## config.mk

```make
export PLATFORM = sky130hd
export DESIGN_NAME = blowfish_round_seq
export DESIGN_NICKNAME = d
export VERILOG_FILES = /design/src/rtl/blowfish_round_seq.sv
export SDC_FILE = /design/constraint.sdc
export NUM_CORES = 1
export LEC_CHECK = 0
export CAP_MARGIN = 40
export CORE_AREA = 2 2 154 156
export CTS_CLUSTER_DIAMETER = 100
export DETAILED_ROUTE_END_ITERATION = 10
export DIE_AREA = 0 0 156 158
export GPL_TIMING_DRIVEN = 1
export PLACE_DENSITY = 0.64
export RECOVER_POWER = 100
export SYNTH_ARGS = -nofsm -noshare
export SYNTH_HDL_FRONTEND = slang
export SYNTH_SLANG_ARGS = --single-unit
```

## constraint.sdc

```tcl
create_clock -name clk -period 2.15 [get_ports clk]
set_clock_uncertainty 0.2 [all_clocks]
set_input_delay 0.645 -clock clk [delete_from_list [all_inputs] [get_ports clk]]
set_output_delay 0.645 -clock clk [all_outputs]
set_load 0.02 [all_outputs]
```

## src/rtl/blowfish_round_seq.sv

```systemverilog
`default_nettype none
// ============================================================================
// Module      : blowfish_round_seq
// Description : Sequencer for an iterated Blowfish datapath. Accepts one
//               64-bit block, steps it through 16 passes of a shared
//               single-round unit, runs one post-processing pass and holds
//               the registered result until downstream takes it.
// Revision    : 1.0 - initial release
// ============================================================================
module blowfish_round_seq (
    input  logic        clk,
    input  logic        rst_n,
    input  logic        In_valid,
    output logic        In_ready,
    input  logic [63:0] Plain_in,
    input  logic        Decrypt_in,
    output logic [63:0] Rnd_data_out,
    output logic [4:0]  Rnd_idx_out,
    input  logic [63:0] Rnd_data_in,
    output logic [63:0] Post_data_out,
    input  logic [63:0] Post_data_in,
    output logic        Out_valid,
    input  logic        Out_ready,
    output logic [63:0] Cipher_out,
    output logic        Busy
);

    typedef enum logic [1:0] {
        S_IDLE  = 2'd0,
        S_ROUND = 2'd1,
        S_POST  = 2'd2,
        S_DONE  = 2'd3
    } state_t;

    localparam logic [3:0] c_LAST_ROUND = 4'd15;

    state_t      r_state;
    state_t      w_next;
    logic [63:0] r_work;
    logic [63:0] r_cipher;
    logic [3:0]  r_k;
    logic        r_dec;
    logic        w_accept;
    logic [3:0]  w_idx;

    // A block is taken only while idle; no overlap with a block in flight.
    assign w_accept = In_valid && (r_state == S_IDLE);

    // Decrypt walks the subkeys backwards, using the direction latched at acceptance.
    assign w_idx = r_dec ? (c_LAST_ROUND - r_k) : r_k;

    // The working block feeds both shared units continuously.
    assign Rnd_data_out  = r_work;
    assign Post_data_out = r_work;
    assign Cipher_out    = r_cipher;

    // State register.
    always_ff @(posedge clk or negedge rst_n) begin
        if (!rst_n) begin
            r_state <= S_IDLE;
        end else begin
            r_state <= w_next;
        end
    end

    // Next-state decode and handshake/status outputs.
    always_comb begin
        w_next      = r_state;
        In_ready    = 1'b0;
        Out_valid   = 1'b0;
        Busy        = 1'b1;
        Rnd_idx_out = 5'd0;
        case (r_state)
            S_IDLE: begin
                In_ready = 1'b1;
                Busy     = 1'b0;
                if (In_valid) begin
                    w_next = S_ROUND;
                end
            end
            S_ROUND: begin
                Rnd_idx_out = {1'b0, w_idx};
                if (r_k == c_LAST_ROUND) begin
                    w_next = S_POST;
                end
            end
            S_POST: begin
                w_next = S_DONE;
            end
            S_DONE: begin
                Out_valid = 1'b1;
                if (Out_ready) begin
                    w_next = S_IDLE;
                end
            end
            default: begin
                w_next = S_IDLE;
            end
        endcase
    end

    // Working block, round counter and direction: loaded on acceptance, iterated in ROUND.
    always_ff @(posedge clk or negedge rst_n) begin
        if (!rst_n) begin
            r_work <= 64'd0;
            r_k    <= 4'd0;
            r_dec  <= 1'b0;
        end else if (w_accept) begin
            r_work <= Plain_in;
            r_k    <= 4'd0;
            r_dec  <= Decrypt_in;
        end else if (r_state == S_ROUND) begin
            r_work <= Rnd_data_in;
            r_k    <= r_k + 4'd1;
        end
    end

    // Result register: captured once in POST, held through DONE.
    always_ff @(posedge clk or negedge rst_n) begin
        if (!rst_n) begin
            r_cipher <= 64'd0;
        end else if (r_state == S_POST) begin
            r_cipher <= Post_data_in;
        end
    end

endmodule
`default_nettype wire

```

# After elaboration in Yosys (flattened, before gate mapping)
# Cells that the tools add are included.
[classes]
n_addsub = 2
muxes = 13
n_eq_ne = 7
reduce_logical = 4
[op_table]
columns = ["operator", "count"]
rows = [
  ["two-way mux 64 bit", 2],
  ["two-way mux 4 bit", 4],
  ["one-hot mux 2 bit (4 select lines)", 1],
  ["two-way mux 2 bit", 3],
  ["inequality test 2 bit (second input constant)", 3],
  ["adder 4 x 1 -> 4 bit (second input constant)", 1],
  ["equality test 2 bit (second input constant)", 2],
  ["equality test 4 bit (second input constant)", 1],
  ["subtractor 4 bit (first input constant)", 1],
  ["two-way mux 1 bit", 3],
  ["AND reduction 3 bit", 1],
  ["equality test 2 x 1 -> 1 bit (second input constant)", 1],
  ["logical NOT 2 bit", 1],
  ["nonzero test 2 bit", 1],
  ["logical AND 1 bit", 1],
]
[word_totals]
ff_bits = 135
elab_cells = 31

# Longest topological paths before layout
[logic_depth]
depth_word = 3
mapped_depth = 8

# Worst setup path after synthesis
# Ideal clock, no wire load.
[synth_timing]
path_type = "register -> output"
from = "register r_state[1]"
to = "output port Rnd_idx_out[0]"
n_path_buf = 2
setup_slack_ps = 70
stages_incl_launch_ff = 6
t_arrival_ps = 1235
cell_sequence = "dfrtp_1 inv_1 ha_1 buf_2 buf_2 and2_1"
[synth_via]
elab_chain_cells = 2
[synth_rtl]
columns = ["item", "line_no", "source"]
rows = [
  ["start: declaration", "37", "state_t r_state;"],
  ["start signal: assignment", "62", "r_state <= w_next;"],
  ["equality test 2 x 1 -> 1 bit", "73", "case (r_state)"],
  ["two-way mux 4 bit", "73", ""],
  ["end: declaration", "18", "output logic [4:0] Rnd_idx_out,"],
]
# Every way passes these cells.

# Worst setup path in the final report
[layout_timing]
from = "register r_state[0]"
to = "output port Rnd_idx_out[1]"
# The elaborated chain is that of the path after synthesis.

==> out/metrics.cfg <==
[timing]
tightest_slew_ps = 928
period_share = 1.04
fin_crit_ps = 2230
rsz0062_at_grt = true
fin_ws_ps = -82.6
setup_violations = 4
final-hold-violation-count = 0
drv_slew = 0
slew_headroom = 0.381
max_freq_ghz = 0.448
hold_ws_ps = 300

[finish]
area_growth_pct = 70.6
drive_gt1_frac = 0.169
insertedDiodeCount = 0
multiInputGateArea_um2 = 2230
nets = 1081
fillCellCount = 2209
regArea_um2 = 3380
final_cell_area_um2 = 10600

[power]
swShare = 0.426
p_comb_frac = 0.548
pwr-share-clk = 0.171
powerDensity_nw_per_um2 = 1580
p_leak_nw = 4.71
seq_power_share = 0.281
p_switching_mw = 7.13
intPower_mw = 9.61
ir_worst_vdd_v = 0.000724
power_mw = 16.7

[routing]
drt_first_iter_violations = 151
via_per_inst = 4.33
wl_per_cell_um = 16.6
route.vias.total = 5113
drtPass1Iterations = 4
drc = 0
routed_wl_mm = 19.5
postRouteAntennaNets = 0

[critical_path]
worst_ep_required_time_ps = 1300
slowest_delay_ps = 440
crit_path_end_kind = output port
start_kind = flop
crit_chain = ha_4, buf_6, and2_4, buf_6
arrival_ps = 1390
cp_common_cell = buf_6
crit_type = flop to output port
slowest_stage = dfrtp_2
cp_max_fo = 4

[flow_run]
max_cap_violations = 0

[clock_network]
cts_buffer_depth = 2
cts_made_buffers = 17
clock_insertion_delay_worst_skew_ps = 400
clkTransAtPathRegs_ps = 60
h-tree-depth = 4
cts_tree = yes
cts_root_buf = clkbuf_16
cts_sinks = 135

[die]
start_util = 0.270
dieArea_um2 = 24600
die_w_um = 156
core_area_um2 = 23100
io_pins = 397
num_rows = 56
die_h_um = 158

[hold_path]
hp-class = flop to flop

[yosys]
synth.avg_cell_area_um2 = 11.9
ys_ff_latch = 135
synth.area.top_cells = dfrtp_1 (54%), mux2_2 (12%), mux2i_1 (11%)
yosysTopAreaCell = dfrtp_1
synth_top_area_frac = 0.542
ys_warn_count = 0
synth-edff-count = 0
seq_area_frac_synth = 0.542
synth-main-ff-cell = dfrtp_1
syn-num-nets = 727
yosysMostFrequentCell = dfrtp_1
yosys-top-cells-count = dfrtp_1 (135), buf_4 (73), mux2i_1 (66)
synth_area_um2 = 6230
synthArstFlopShare = 1.00
syn_inst = 524
ys_types = 20

[global_routing]
grt_remaining_overflow = 0
gr-usage-all-layers = 0.155
grt_pass1_vias = 5327
grt_pass1_wl_mm = 29.6
grt_max_degree = 52
antenna_found_initial = 1

[placement]
portBuffers = 395
pre_cts_ws_ps = -189
place.detailed.hpwl_mm = 15.0
place_area_um2 = 10200
gp_congestion = 0.775

[run_status]
status = finished with violations
violations = negative setup slack

logic make-up after synthesis:
| logic type | after synthesis | synth area share |
|---|---|---|
| buffers and inverters | 101 | 0.108 |
| adders and majority gates | 6 | 0.0121 |
| DFF | 135 | 0.542 |
| xor gates and xnor gates | 7 | 0.00984 |
| muxes | 132 | 0.225 |
| other | 1 | 0.000602 |
| and+or+nand+nor | 77 | 0.0490 |
| AOI/OAI and AO/OA | 65 | 0.0530 |
layer usage:
layer	track usage	up-vias	share of wire	wire length, um
met3	0.0693	9	0.11	2110
li1	-	2427	-	-
met5	0	-	0	0
met1	0.176	2433	0.39	7650
met2	0.268	244	0.49	9650
met4	0.0349	0	0.0074	145
timing repair:
item	in CTS	in global routing
endpoints found under the hold margin	27	0
endpoints found under the setup margin	199	7
setup buffers	2	2
resized for setup	247	4
pin swaps	2	1
hold buffers	1	0
cloned	0	0
area by class of cell:
type                    instances  area share
well taps                     290      0.0341
multi-input cells             288       0.210
inverters                       5     0.00177
flip-flops and latches        135       0.318
clock inverters                14      0.0122
repair buffers                431       0.383
clock buffers                  18      0.0413
worst paths after layout:
path                                                  from                             to  slack, ps  cells past startpoint
worst max-delay path                r_state[0]$_DFFE_PN0P_                 Rnd_idx_out[1]        -80                      4
worst min-delay path            Cipher_out[19]$_DFFE_PN0N_     Cipher_out[19]$_DFFE_PN0N_        300                      1
worst max register to register      r_state[1]$_DFFE_PN0P_   Post_data_out[8]$_DFFE_PN0P_         60                      8
worst min register to register  Cipher_out[19]$_DFFE_PN0N_     Cipher_out[19]$_DFFE_PN0N_        300                      1
max in group asynchronous                            rst_n  Post_data_out[30]$_DFFE_PN0P_        220                      3
min in group asynchronous                            rst_n     Cipher_out[14]$_DFFE_PN0N_        700                      2
cells in the final DEF (no fill, tap or decap), drive strengths merged:
| master | synthesis | layout |
|---|---|---|
| a222oi | 1 | 1 |
| clkinvlp | 0 | 2 |
| buf | 89 | 34 |
| dlygate4sd2 | 0 | 192 |
| nand4 | 1 | 1 |
| and2 | 5 | 5 |
| nor2 | 5 | 5 |
| mux2 | 66 | 66 |
| clkdlybuf4s50 | 0 | 195 |
| clkbuf | 7 | 27 |
| xor2 | 6 | 6 |
| o21ai | 64 | 64 |
| conb | 1 | 1 |
| dlygate4sd3 | 0 | 1 |
| nand3 | 1 | 1 |
| nand2 | 65 | 65 |
| ha | 6 | 6 |
| xnor2 | 1 | 1 |
| dfrtp | 135 | 135 |
| clkinv | 0 | 4 |
| mux2i | 66 | 66 |
| inv | 5 | 13 |
state kept, by name, summed over array words and instances, names as in the netlist:
name           cells
r_state            2
Cipher_out        64
r_k                4
Post_data_out     64
r_dec              1
critical path, delay by kind of cell (launching register included):
kind / cells / cell delay, ps
fa+ha+maj: 1 / 180
flops: 1 / 440
buf+inv: 2 / 230
simple gates: 1 / 130
power groups by stage:
stage          Sequential, mW  Combinational (mW)  Clock (mW)
2_1_floorplan            6.20                4.54           0
3_3_place_gp             4.80                10.3           0
3_5_place_dp             4.83                10.4           0
4_1_cts                  4.74                9.29        2.95
5_1_grt                  4.91                9.87        3.07
6_report                 4.71                9.17        2.86
per-stage QoR:
stage | instances | setup TNS, ps | utilization
4_1_cts | 1179 | -445 | 0.461
2_1_floorplan | 524 | 0 | -
3_3_place_gp | 1143 | -1020 | 0.443
6_report | 1181 | -258 | 0.461
3_5_place_dp | 1144 | -1100 | 0.444
5_1_grt | 1181 | -2510 | 0.461
Note: power is estimated with default switching activity, not from simulation.
